File: src/rtl/nn_job_scheduler_pkg.sv
// Shared types and defaults for the MLP job scheduler.
// Holds the FSM state encoding and the default sizing constants.
package nn_job_scheduler_pkg;

  typedef enum logic [2:0] {
    ST_IDLE,
    ST_TR_ISSUE,
    ST_TR_WAIT,
    ST_IN_ISSUE,
    ST_IN_WAIT
  } state_e;

  localparam int N_EPOCHS_DEF  = 20;
  localparam int N_SAMPLES_DEF = 20;
  localparam int EPOCH_W_DEF   = 8;
  localparam int SAMPLE_W_DEF  = 5;
  localparam int PROB_W_DEF    = 7;
  localparam int TIMEOUT_DEF   = 65535;

endpackage

File: src/rtl/nn_job_scheduler.sv
// Arbitrates the shared MLP engine between training runs and single inferences.
// It tracks training progress, latches the inference result and guards against engine hangs.
module nn_job_scheduler
  import nn_job_scheduler_pkg::*;
#(
  parameter int N_EPOCHS  = N_EPOCHS_DEF,
  parameter int N_SAMPLES = N_SAMPLES_DEF,
  parameter int EPOCH_W   = EPOCH_W_DEF,
  parameter int SAMPLE_W  = SAMPLE_W_DEF,
  parameter int PROB_W    = PROB_W_DEF,
  parameter int TIMEOUT   = TIMEOUT_DEF
) (
  input  logic                clk,
  input  logic                rst,
  input  logic                train_req,
  input  logic                infer_req,
  input  logic [15:0]         infer_pattern,
  output logic                eng_start,
  output logic                eng_train,
  output logic [SAMPLE_W-1:0] eng_sample_idx,
  output logic [15:0]         eng_pattern,
  input  logic                eng_done,
  input  logic                eng_y,
  input  logic [PROB_W-1:0]   eng_prob,
  output logic                training_active,
  output logic                training_done,
  output logic [EPOCH_W-1:0]  current_epoch,
  output logic [SAMPLE_W-1:0] current_sample,
  output logic                result_valid,
  output logic                result_y,
  output logic [PROB_W-1:0]   result_prob,
  output logic                timeout_err
);

  localparam int WD_W = $clog2(TIMEOUT + 1);
  localparam logic [SAMPLE_W-1:0] LAST_S = SAMPLE_W'(N_SAMPLES - 1);
  localparam logic [EPOCH_W-1:0] LAST_E = EPOCH_W'(N_EPOCHS - 1);
  localparam logic [WD_W-1:0] LAST_WD = WD_W'(TIMEOUT - 1);

  state_e              state_q, state_d;
  logic                prev_tr_q, prev_tr_d;
  logic                prev_in_q, prev_in_d;
  logic                pend_q, pend_d;
  logic                start_q, start_d;
  logic                mode_q, mode_d;
  logic [15:0]         pat_q, pat_d;
  logic [EPOCH_W-1:0]  epoch_q, epoch_d;
  logic [SAMPLE_W-1:0] sample_q, sample_d;
  logic                active_q, active_d;
  logic                done_q, done_d;
  logic                rv_q, rv_d;
  logic                ry_q, ry_d;
  logic [PROB_W-1:0]   rp_q, rp_d;
  logic                terr_q, terr_d;
  logic [WD_W-1:0]     wd_q, wd_d;
  logic                tr_edge, in_edge;

  always_comb begin
    tr_edge   = train_req & ~prev_tr_q;
    in_edge   = infer_req & ~prev_in_q;
    state_d   = state_q;
    prev_tr_d = train_req;
    prev_in_d = infer_req;
    pend_d    = pend_q;
    start_d   = 1'b0;
    mode_d    = mode_q;
    pat_d     = pat_q;
    epoch_d   = epoch_q;
    sample_d  = sample_q;
    active_d  = active_q;
    done_d    = done_q;
    rv_d      = rv_q;
    ry_d      = ry_q;
    rp_d      = rp_q;
    terr_d    = terr_q;
    wd_d      = wd_q;
    unique case (state_q)
      ST_IDLE: begin
        // A train queued during inference outranks any fresh infer edge.
        if (tr_edge || pend_q) begin
          state_d  = ST_TR_ISSUE;
          pend_d   = 1'b0;
          start_d  = 1'b1;
          mode_d   = 1'b1;
          epoch_d  = '0;
          sample_d = '0;
          done_d   = 1'b0;
          rv_d     = 1'b0;
          terr_d   = 1'b0;
          active_d = 1'b1;
        end else if (in_edge) begin
          state_d = ST_IN_ISSUE;
          start_d = 1'b1;
          mode_d  = 1'b0;
          pat_d   = infer_pattern;
          rv_d    = 1'b0;
        end
      end
      ST_TR_ISSUE, ST_IN_ISSUE: begin
        state_d = (state_q == ST_TR_ISSUE) ? ST_TR_WAIT : ST_IN_WAIT;
        wd_d    = '0;
        if (state_q == ST_IN_ISSUE && tr_edge) pend_d = 1'b1;
      end
      ST_TR_WAIT: begin
        if (eng_done) begin
          if (sample_q == LAST_S) begin
            sample_d = '0;
            if (epoch_q == LAST_E) begin
              state_d  = ST_IDLE;
              active_d = 1'b0;
              done_d   = 1'b1;
            end else begin
              epoch_d = epoch_q + 1'b1;
              state_d = ST_TR_ISSUE;
              start_d = 1'b1;
            end
          end else begin
            sample_d = sample_q + 1'b1;
            state_d  = ST_TR_ISSUE;
            start_d  = 1'b1;
          end
        end else if (wd_q == LAST_WD) begin
          state_d  = ST_IDLE;
          terr_d   = 1'b1;
          active_d = 1'b0;
        end else begin
          wd_d = wd_q + 1'b1;
        end
      end
      ST_IN_WAIT: begin
        if (tr_edge) pend_d = 1'b1;
        if (eng_done) begin
          state_d = ST_IDLE;
          ry_d    = eng_y;
          rp_d    = eng_prob;
          rv_d    = 1'b1;
        end else if (wd_q == LAST_WD) begin
          state_d = ST_IDLE;
          terr_d  = 1'b1;
          pend_d  = 1'b0;
        end else begin
          wd_d = wd_q + 1'b1;
        end
      end
      default: state_d = ST_IDLE;
    endcase
  end

  always_ff @(posedge clk or posedge rst) begin
    if (rst) begin
      state_q   <= ST_IDLE;
      prev_tr_q <= 1'b0;
      prev_in_q <= 1'b0;
      pend_q    <= 1'b0;
      start_q   <= 1'b0;
      mode_q    <= 1'b0;
      pat_q     <= '0;
      epoch_q   <= '0;
      sample_q  <= '0;
      active_q  <= 1'b0;
      done_q    <= 1'b0;
      rv_q      <= 1'b0;
      ry_q      <= 1'b0;
      rp_q      <= '0;
      terr_q    <= 1'b0;
      wd_q      <= '0;
    end else begin
      state_q   <= state_d;
      prev_tr_q <= prev_tr_d;
      prev_in_q <= prev_in_d;
      pend_q    <= pend_d;
      start_q   <= start_d;
      mode_q    <= mode_d;
      pat_q     <= pat_d;
      epoch_q   <= epoch_d;
      sample_q  <= sample_d;
      active_q  <= active_d;
      done_q    <= done_d;
      rv_q      <= rv_d;
      ry_q      <= ry_d;
      rp_q      <= rp_d;
      terr_q    <= terr_d;
      wd_q      <= wd_d;
    end
  end

  assign eng_start       = start_q;
  assign eng_train       = mode_q;
  assign eng_sample_idx  = sample_q;
  assign eng_pattern     = pat_q;
  assign training_active = active_q;
  assign training_done   = done_q;
  assign current_epoch   = epoch_q;
  assign current_sample  = sample_q;
  assign result_valid    = rv_q;
  assign result_y        = ry_q;
  assign result_prob     = rp_q;
  assign timeout_err     = terr_q;

endmodule

File: config.mk
export PLATFORM = sky130hd
export DESIGN_NAME = nn_job_scheduler
export DESIGN_NICKNAME = d
export VERILOG_FILES = /design/src/rtl/nn_job_scheduler_pkg.sv /design/src/rtl/nn_job_scheduler.sv
export SDC_FILE = /design/constraint.sdc
export NUM_CORES = 1
export LEC_CHECK = 0
export BUFFER_PORTS_ARGS = -buffer_cell sky130_fd_sc_hd__buf_4
export CAP_MARGIN = 30
export CORE_MARGIN = 5
export CORE_UTILIZATION = 57
export CTS_CLUSTER_DIAMETER = 80
export DETAILED_ROUTE_END_ITERATION = 16
export PLACE_DENSITY = 0.85
export REMOVE_ABC_BUFFERS = 1
export SLEW_MARGIN = 30
export SYNTH_ARGS = -nofsm -noshare
export SYNTH_HDL_FRONTEND = slang
export SYNTH_SLANG_ARGS = --single-unit
File: constraint.sdc
create_clock -name clk -period 5.7 [get_ports clk]
set_clock_uncertainty 0.1 [all_clocks]
set_input_delay 0.855 -clock clk [delete_from_list [all_inputs] [get_ports clk]]
set_output_delay 0.855 -clock clk [all_outputs]
set_load 0.1 [all_outputs]
==> results of run 1 <==
## metal layers
layer	part of all wire	routed length (um)	up-vias	global-route usage
li1	-	-	1151	-
met1	0.41	2810	1146	0.242
met2	0.49	3340	67	0.337
met3	0.080	540	8	0.0780
met4	0.011	76	0	0.0570
met5	0	0	-	0
## path summary, 6_finish.rpt
check,startpoint,end,cells past startpoint
max,train_req,current_sample[4],6
min,wd_q[15],wd_q[15],1
max reg2reg,state_q[0],eng_pattern[0],4
min reg2reg,wd_q[15],wd_q[15],1
max in group asynchronous,rst,eng_pattern[3],3
min in group asynchronous,rst,result_prob[5],3
## critical path, delay by kind of cell
family                 cells  cell delay [ns]
AND/OR/NAND/NOR            2             0.56
AO/OA/AOI/OAI              3             0.93
buffers and inverters      1             0.09
## power breakdown
part | total [W] | leakage [nW] | internal [W] | switching [W]
combinational | 0.00132 | 0.847 | 0.000283 | 0.00103
clock | 0.000381 | 0.0912 | 0.000201 | 0.000180
sequential | 0.000691 | 0.842 | 0.000583 | 0.000108
## kinds of logic (layout without fill, tap and decap cells)
logic type | after synthesis | count (layout)
DFF | 65 | 65
adders and majority gates | 4 | 4
muxes | 27 | 27
xor gates and xnor gates | 15 | 15
buffers and inverters | 23 | 104
and+or+nand+nor | 113 | 113
AOI/OAI and AO/OA | 36 | 36
## cell usage in the layout, fill, tap and decap left out, drive strengths merged, types with 2 or more instances in the layout
| master | count |
|---|---|
| buf | 77 |
| dfrtp | 65 |
| nor2 | 31 |
| nand2 | 25 |
| mux2 | 24 |
| nand3 | 13 |
| o21ai | 13 |
| inv | 11 |
| nand4 | 11 |
| xor2 | 9 |
| clkbuf | 9 |
| a21oi | 8 |
| nor3 | 8 |
| nand2b | 7 |
| xnor2 | 6 |
| ha | 4 |
| nor4 | 4 |
| mux2i | 3 |
| clkinvlp | 3 |
| clkinv | 3 |
| nor2b | 2 |
| o21a | 2 |
| o22a | 2 |
| o31ai | 2 |
| or3 | 2 |
| and4bb | 2 |
| or2 | 2 |
| o41ai | 2 |
| or4 | 2 |
## synth_stat cells (3+ instances only)
cell type and instances:
dfrtp_1 65, nor2_1 30, nand2_1 25, mux2_2 21, nand3_1 13, o21ai_0 12
inv_1 11, nand4_1 9, xor2_1 9, a21oi_1 8, nand2b_1 7, buf_4 6
nor3_1 6, xnor2_1 6, ha_1 4, buf_2 3, clkbuf_1 3, mux2_1 3
mux2i_1 3, nor4_2 3
## registers in the layout (all words and copies together) (netlist names)
register	count
eng_pattern	16
result_prob	7
wd_q	16
training_done	1
prev_tr_q	1
prev_in_q	1
current_sample	5
state_q	3
eng_train	1
training_active	1
result_valid	1
pend_q	1
result_y	1
current_epoch	8
eng_start	1
timeout_err	1
## area by class of cell
class / count / share of cell area
clock buffer: 9 / 0.0320
clock inverter: 7 / 0.0184
inverter: 11 / 0.0107
multi-input combinational: 195 / 0.347
sequential: 65 / 0.420
tap: 70 / 0.0226
timing repair buffer: 77 / 0.149
## through the flow
step	utilization	hold WS, ns	instances
6_report	0.749	0.382	434
2_1_floorplan	-	0.349	271
4_1_cts	0.749	0.386	434
5_1_grt	0.749	0.401	434
3_3_place_gp	0.711	0.368	418
3_5_place_dp	0.711	0.376	418
==> results by group, run 1 <==
STA
  – Finish-stage setup viols: 0
  – Hold Vio Cnt, Final: 0
  – Crit path time final: between 2 and 2.5 ns
  – Worst-Margin Slew: 0.788 ns
  – Slew Limit Fails: 0
  – Worst slew margin: 0.475
  – Final setup margin: 3.42 ns
  – Max Freq: approximately 440 MHz
  – Period utilization: 0.400
  – RSZ-0062 raised after global routing: no
  – Setup TNS: 0 ns

Placement
  – Buffers added on ports: 76
  – Hpwl dp: roughly 5000 um
  – Cell Area, Placed: 3680 um^2
  – Pre-CTS setup slack: 3.10 ns
  – Final Wtd Congestion: 0.819

Cells and area
  – Layout cell share with drive strength beyond 1: 0.352
  – Antenna cells: 0
  – Finished layout cell area: slightly below 4000 um^2
  – Fillcell total: about 360
  – Fin nets: 392
  – Multi-input logic area: 1340 um^2
  – Layout area overhead: 25.6%
  – Storage cell area: ~1600 um^2

Synthesis
  – Post-Synth XOR/XNOR Area: 0.0426
  – Mux contribution to synthesized area: 0.0974
  – Ys Warns: 0
  – Area share of and/or/nand/nor cells after synthesis: 0.200
  – Post-Synthesis Cells: about 280
  – Flops & latches, synth: 65
  – Post-synth top area share: 0.528
  – Synth unique cells: 50
  – Main synth FF type: dfrtp_1
  – Yosys top cell by area: dfrtp_1
  – Largest family of logic cells by synthesized area: simple AND/OR/NAND/NOR gates
  – Post-synth EDFFs: 0
  – FFs w/ async S/R, synth: 1.00
  – Syn avg cell area: between 10 and 15 um^2
  – Post-synthesis compound-gate area fraction: 0.0795
  – Cell area after synthesis: 3080 um^2
  – Synth area leaders: dfrtp_1 (53%), mux2_2 (7.7%), nor2_1 (3.7%)
  – Adder-cell area share of the yosys netlist: 0.0162
  – Seq/Total Area, Yosys: 0.528

Power and ir drop
  – Worst vdd ir: 0.593 mV
  – PD cells: 617 nW/um^2
  – Leakage: 1.78 nW
  – Total power: 0.00239 W

Worst setup path
  – CP Cell Sequence: buf_4 > nor2b_1 > o21a_1 > nor2_1 > o31a_1 > o31ai_1
  – CP Capture Type: flop
  – CP peak stage delay: about 0.43 ns
  – Crit path max fanout: 12
  – WS Path Type: input port to flop
  – Critical Path RT: roughly 5.9 ns
  – Startpoint Class: input port
  – Slowest-stage cell, CP: o21a_1
  – Reg-to-reg slack, setup: 3.49 ns
  – Arrival time at the worst endpoint: around 2.4 ns

Drt
  – Routed vias: between 2,000 and 2,500
  – Drt initial violations: slightly above 100
  – Vias per inst: 5.47
  – Final wirelength: 6770 um
  – Residual DRC: 0
  – 1st-pass router iterations: 4
  – Post-route ant nets: 0
  – WL per Instance: 15.6 um

GRT
  – Tot GR Track Use: 0.201
  – First-pass GRT wire length: 11,500 um
  – Total grt overflow: 0
  – Initial antenna violation count: 0
  – Largest net degree at the start of global routing: 66
  – Vias in the first global route: 2,402

Clock network
  – H-tree Lvls: 3
  – CTS max path bufs: 2
  – Clock-pin slew on the worst setup and hold paths: 0.07 ns
  – Clock sinks: 65
  – Inserted Clock Buffers: 9
  – Worst skew pair latency: ~0.34 ns
  – Number of hold buffers added after CTS: 0
  – CTS tree: done
  – CTS root buf: clkbuf_8
  – PostCTS Resize Cnt: 0
  – Post-CTS setup buffer count: 0

Die
  – Core area: 5170 um^2
  – Row cnt: 26
  – Die Ht: 83.5 um
  – Ports: 77
  – Die X: between 80 and 90 um
  – Die area: 6980 um^2
  – Initial Utilization: 0.596

Flow run
  – Number of max-cap violations: 0

Worst hold path
  – Hold Path Class: flop to flop

Run status
  – Status: complete, no violations
Note: power is estimated with default switching activity, not from simulation.
==> run 2, diff against run 1 <==
- ABC_AREA: default -> 1
- CORE_UTILIZATION: 57 -> 54
- PLACE_DENSITY: 0.85 -> 0.79
- clock period: 5.7 -> 2.2 ns (I/O delays scaled with it)
==> run 2 against run 1 <==
Hold slack got worse by 0.36 ns. Count of clock-buffer cells in the layout increased by 1. Cell area grew 12%. Register-to-register slack got worse by 3.1 ns. Global-route usage shrank 0.46 points. Setup slack worse by 3.0 ns. Synthesized cell count up 43%.
==> results by group, run 2 <==
Run status
  – Status: complete, no violations

GRT
  – First-pass GRT wire length: 13,400 um (+17%)
  – Initial antenna violation count: 0 (unchanged)
  – Vias in the first global route: 2,875 (+20%)
  – Total grt overflow: 0 (unchanged)
  – Tot GR Track Use: 0.197 (-0.00457)
  – Largest net degree at the start of global routing: 49 (-26%)

Flow run
  – Number of max-cap violations: 0 (unchanged)

Drt
  – Final wirelength: 7660 um (+13%)
  – Drt initial violations: 194 (+90%)
  – Routed vias: 2,917 (+23%)
  – 1st-pass router iterations: 4 (unchanged)
  – Residual DRC: 0 (unchanged)
  – Post-route ant nets: 0 (unchanged)
  – Vias per inst: 5.15 (-5.7%)
  – WL per Instance: 13.5 um (-13%)

Worst setup path
  – WS Path Type: flop to flop
  – Arrival time at the worst endpoint: 1.92 ns (-0.51 ns)
  – Startpoint Class: flop
  – Reg-to-Reg Start: wd_q[0]
  – CP Capture Type: flop
  – Crit path max fanout: 29 (+17)
  – Crit path from: wd_q[0]
  – Critical Path RT: 2.33 ns (-3.52 ns)

Die
  – Ports: 77 (unchanged)
  – Die Ht: 90.5 um (+8.3%)
  – Core area: 6310 um^2 (+22%)
  – Initial Utilization: 0.554 (-0.0419)
  – Die area: 8190 um^2 (+17%)
  – Row cnt: 29 (+12%)
  – Die X: 90.5 um (+8.3%)

Synthesis
  – Post-synth top area share: 0.465 (-0.0626)
  – Synth unique cells: 32 (-36%)
  – Cell area after synthesis: 3500 um^2 (+13%)
  – Commonest cells post-synth: nand2_1 (111), dfrtp_1 (65), nor2_1 (38), inv_1 (36), nand3_1 (34)
  – Main synth FF type: dfrtp_1
  – Post-synth EDFFs: 0 (unchanged)
  – Post-Synthesis Cells: 405 (+43%)
  – Yosys top cell by area: dfrtp_1
  – Ys Warns: 0 (unchanged)
  – Synth area leaders: dfrtp_1 (46%), nand2_1 (12%), nand3_1 (4.9%)
  – Syn avg cell area: 8.64 um^2 (-21%)
  – Seq/Total Area, Yosys: 0.465 (-0.0626)
  – Most common cell in the netlist: nand2_1
  – FFs w/ async S/R, synth: 1.00 (unchanged)
  – Flops & latches, synth: 65 (unchanged)

Placement
  – Cell Area, Placed: 4110 um^2 (+12%)
  – Final Wtd Congestion: 0.890 (+8.7%)
  – Hpwl dp: 5650 um (+14%)
  – Pre-CTS setup slack: 0.445 ns (-2.65 ns)
  – Buffers added on ports: 76 (unchanged)
  – Cell count after placement: 548 (+31%)

Clock network
  – PostCTS Resize Cnt: 0 (unchanged)
  – CTS tree: done
  – Clock sinks: 65 (unchanged)
  – Number of hold buffers added after CTS: 2 (+2)
  – Post-CTS setup buffer count: 0 (unchanged)
  – H-tree Lvls: 3 (unchanged)
  – Clock-pin slew on the worst setup and hold paths: 0.07 ns (about the same)
  – CTS root buf: clkbuf_8
  – Inserted Clock Buffers: 9 (unchanged)
  – CTS max path bufs: 2 (unchanged)
  – Worst skew pair latency: 0.34 ns (about the same)

Worst hold path
  – Hold wc startpoint: train_req
  – Hold Path Class: input port to flop

STA
  – Crit path time final: 1.79 ns
  – Slew Limit Fails: 0 (unchanged)
  – Setup TNS: 0 ns (unchanged)
  – Hold Vio Cnt, Final: 0 (unchanged)
  – Finish-stage setup viols: 0 (unchanged)
  – Worst slew margin: 0.658 (+0.183)
  – Final setup margin: 0.412 ns (-3.01 ns)
  – RSZ-0062 raised after global routing: no
  – Period utilization: 0.813
  – Max Freq: 559 MHz
  – Worst-Margin Slew: 0.507 ns (-0.280 ns)

Cells and area
  – Commonest non-fill, non-tap cell in the layout: nand2_1
  – Finished layout cell area: 4350 um^2 (+12%)
  – Fillcell total: 505 (+39%)
  – Most frequent cells in the layout: nand2_1 (111), buf_4 (77), dfrtp_1 (65), nor2_1 (38), inv_1 (35)
  – Antenna cells: 0 (unchanged)
  – Fin nets: 517 (+32%)
  – Layout area overhead: 24.3%
  – Layout cell share with drive strength beyond 1: 0.317 (-0.0347)
  – Non-filler cells, final: 566 (+30%)
## run 2: cell count changes after synthesis, sizes merged, moves of 5 or more
cell,previous run,this run
nand3,13,35
inv,11,38
nor2,31,43
nor3,8,3
xor2,9,4
nand2,25,120
nand2b,7,0
o21ai,13,28
## run 2: metrics by stage
| step | hold WS [ns] | util |
|---|---|---|
| global placement | 0.243 | 0.651 |
| floorplan | 0.261 | - |
| finish | 0.0174 | 0.689 |
| global route | 0.00399 | 0.689 |
| detailed placement | 0.242 | 0.651 |
| CTS | 0.00484 | 0.689 |
## run 2: worst paths after layout
path / endpoint / slack, ns / depth (start not counted)
max in group asynchronous: current_sample[4] / 0.97 / 4
max: wd_q[2] / 0.41 / 10
max reg2reg: wd_q[2] / 0.41 / 10
min in group asynchronous: eng_pattern[12] / 0.44 / 3
min reg2reg: training_active / 0.37 / 2
min: prev_tr_q / 0.02 / 1
## run 2: cell type report
cell class / count / area (um^2) / share of cell area
multi-input cells: 289 / 1620 / 0.373
well taps: 77 / 96.3 / 0.0222
flip-flops and latches: 65 / 1630 / 0.374
clock inverters: 6 / 91.3 / 0.0210
repair buffers: 81 / 638 / 0.147
inverters: 38 / 145 / 0.0334
clock buffers: 10 / 128 / 0.0293
## run 2: logic make-up after synthesis
| logic type | count (synthesis) | share of synthesized area |
|---|---|---|
| simple gates | 217 | 0.277 |
| flops | 65 | 0.465 |
| buf+inv | 51 | 0.0708 |
| compound gates | 38 | 0.0701 |
| mux | 24 | 0.0880 |
| xor+xnor | 6 | 0.0150 |
| fa+ha+maj | 4 | 0.0143 |
## run 2: critical path, cell delays in order (launching register included)
cell,delay [ns]
dfrtp_1,0.41
inv_1,0.10
ha_1,0.21
nand3_1,0.09
nor2_1,0.16
nand3_1,0.11
nand3_2,0.10
buf_12,0.17
inv_1,0.10
nand2_1,0.06
nand2_1,0.04
## run 2: per-layer routing
metal,global-route usage,share of wire,wire length [um],up-vias
met5,0,0,0,-
met2,0.320,0.49,3750,76
met3,0.0425,0.051,392,10
met1,0.252,0.45,3440,1368
li1,-,-,-,1463
met4,0.0856,0.012,89,0
Power of run 2 is not shown: default switching activity piles up to over one toggle a cycle in this logic, so the estimate is an artifact.
==> run 3, diff against run 2 <==
- CORE_UTILIZATION: 54 -> 49
- PLACE_DENSITY: 0.79 -> 0.76
- clock period: 2.2 -> 1.6 ns (I/O delays scaled with it)
==> run 3 against run 2 <==
The run now ends with negative setup slack left. Critical path type unchanged. Die area increased by 9.0%. Hold slack got worse by 0.0047 ns. Count of clock-buffer cells in the layout unchanged. Sequential cell count unchanged. Cell count increased by 11%. Critical path depth decreased by 5. Non-clock buffer count increased by 40. Setup slack got worse by 0.43 ns. Fmax increased by 10%.
==> results by group, run 3 (synthesis results as in run 2) <==
STA
  – Period utilization: 1.01 (+0.200)
  – Hold slack: 0.0127 ns (-0.00474 ns)
  – RSZ-0062 raised after global routing: yes
  – Worst-Margin Slew: 0.464 ns (-0.0431 ns)
  – Worst slew margin: 0.687 (+0.0290)
  – Hold Vio Cnt, Final: 0 (unchanged)
  – Crit path time final: 1.62 ns (-0.168 ns)
  – Final setup margin: -0.0199 ns (-0.432 ns)
  – Finish-stage setup viols: 8 (+8)
  – Slew Limit Fails: 0 (unchanged)
  – Max Freq: 617 MHz (+10%)

GRT
  – Vias in the first global route: 2,984 (+3.8%)
  – First-pass GRT wire length: 13,800 um (+3.4%)
  – Met3 Usage GRT: 0.0502 (+0.00770)
  – Largest net degree at the start of global routing: 41 (-16%)
  – GRT busiest layer: met2
  – Initial antenna violation count: 0 (unchanged)
  – GR Layer Usage met2: 0.321 (+0.00131)
  – Total grt overflow: 0 (unchanged)
  – Tot GR Track Use: 0.198 (+0.00134)
  – Met1 Resource Use GR: 0.256 (+0.00383)

Worst hold path
  – Hold Path Depth: 2 (+1)
  – Hold wc startpoint: infer_pattern[9]
  – Hold path endpoint: eng_pattern[9]
  – Hold Path Class: input port to flop

Drt
  – Final wirelength: 9170 um (+20%)
  – 1st-pass router iterations: 4 (unchanged)
  – Residual DRC: 0 (unchanged)
  – Routed vias: 3,209 (+10%)
  – Vias per inst: 5.12 (-0.69%)
  – Post-route ant nets: 0 (unchanged)
  – Drt initial violations: 185 (-4.6%)
  – WL per Instance: 14.6 um (+8.0%)

Clock network
  – CTS root buf: clkbuf_8
  – CTS max path bufs: 2 (unchanged)
  – Inserted Clock Buffers: 9 (unchanged)
  – H-tree Lvls: 3 (unchanged)
  – Worst skew pair latency: 0.35 ns (about the same)
  – CTS tree: done
  – Clock-pin slew on the worst setup and hold paths: 0.08 ns (about the same)
  – Clock sinks: 65 (unchanged)

Power and ir drop
  – Leakage: between 2 and 2.5 nW
  – Worst vdd ir: ~2.0 mV
  – Switching share of power: 0.555
  – PD cells: 2230 nW/um^2
  – Logic pwr share: 0.625
  – Clk pwr share: 0.145
  – Total power: 0.0108 W
  – Sequential Power Share: 0.231
  – Sw Pwr: 0.00602 W
  – Int Power: 0.00482 W

Run status
  – Failing checks: negative setup slack
  – Status: complete, but fails checks

Die
  – Die Ht: 94.5 um (+4.4%)
  – Die X: 94.5 um (+4.4%)
  – Core area: 6870 um^2 (+8.8%)
  – Die area: 8930 um^2 (+9.0%)
  – Initial Utilization: 0.509 (-0.0448)
  – Row cnt: 30 (+3.4%)
  – Ports: 77 (unchanged)

Cells and area
  – Finished layout cell area: 4860 um^2 (+12%)
  – Most frequent cells in the layout: buf_4 (112), nand2_1 (104), dfrtp_1 (57), nand3_1 (32), nor2_1 (32)
  – Final core occ: 0.708 (+0.0190)
  – Layout cell share with drive strength beyond 1: 0.426 (+0.109)
  – Antenna cells: 0 (unchanged)
  – Fin nets: 559 (+8.1%)
  – Commonest non-fill, non-tap cell in the layout: buf_4
  – Layout area overhead: 39.0%

Worst setup path
  – Reg2Reg Depth: 5 (-5)
  – Reg-to-Reg Start: state_q[1]
  – CP Capture Type: flop
  – Reg-to-reg slack, setup: -0.02 ns (-0.43 ns)
  – Startpoint Class: flop
  – Crit path from: state_q[1]
  – WS Path Type: flop to flop
  – Crit path max fanout: 8 (-72%)
  – Arrival time at the worst endpoint: 1.76 ns (-0.16 ns)
  – Critical Path RT: 1.74 ns (-0.59 ns)
  – Crit Reg-Reg Endpoint: eng_pattern[10]

Placement
  – Cell Area, Placed: 4320 um^2 (+5.2%)
  – Hpwl dp: 6140 um (+8.6%)
  – Final Wtd Congestion: 0.890 (about the same)
  – Pre-CTS setup slack: -0.0626 ns (-0.507 ns)
  – Buffers added on ports: 76 (unchanged)

Flow run
  – Number of max-cap violations: 0 (unchanged)
run 3: worst max path at each step:
stage | to
finish | eng_pattern[10]
global route | wd_q[11]
CTS | eng_pattern[8]
detailed placement | wd_q[14]
global placement | wd_q[14]
floorplan | current_epoch[7]
run 3: final cells by class:
| cell class | count | area [um^2] |
|---|---|---|
| fillers | 514 | 2010 |
| clock buffers | 10 | 128 |
| clock inverters | 6 | 91.3 |
| repair buffers | 121 | 948 |
| flip-flops and latches | 65 | 1640 |
| inverters | 38 | 145 |
| well taps | 96 | 120 |
| multi-input cells | 291 | 1790 |
run 3: per-layer routing:
metal  vias to the layer above  wire [um]
met5                         -          0
met2                       103       4640
met4                         0        201
li1                       1552          -
met3                        20        540
met1                      1534       3790
run 3: per-stage QoR:
stage	instances	setup TNS, ns
floorplan	392	-49.68
global placement	594	-0.00844
detailed placement	594	-0.0985
CTS	614	-0.0461
global route	627	-0.869
finish	627	-0.0540
run 3: repair_timing:
action	CTS	global route
endpoints found under the setup margin	11	49
gates resized for setup	6	50
gates cloned	1	1
pin swaps	1	13
endpoints found under the hold margin	11	2
setup buffers	0	10
hold buffers	3	2
run 3: power groups by stage:
| stage | Combinational [W] | Sequential [W] | Clock [W] |
|---|---|---|---|
| CTS | 0.00634 | 0.00243 | 0.00159 |
| detailed placement | 0.00625 | 0.00244 | 0 |
| global route | 0.00713 | 0.00255 | 0.00166 |
| floorplan | 0.00164 | 0.00552 | 0 |
| global placement | 0.00618 | 0.00243 | 0 |
| finish | 0.00677 | 0.00250 | 0.00157 |
run 3: critical path, stage by stage (launching register included):
cell and delay, ns:
dfrtp_2 0.47, nor2_4 0.16, nand2_2 0.08, nor2_4 0.18, nand2_4 0.16, mux2_4 0.34
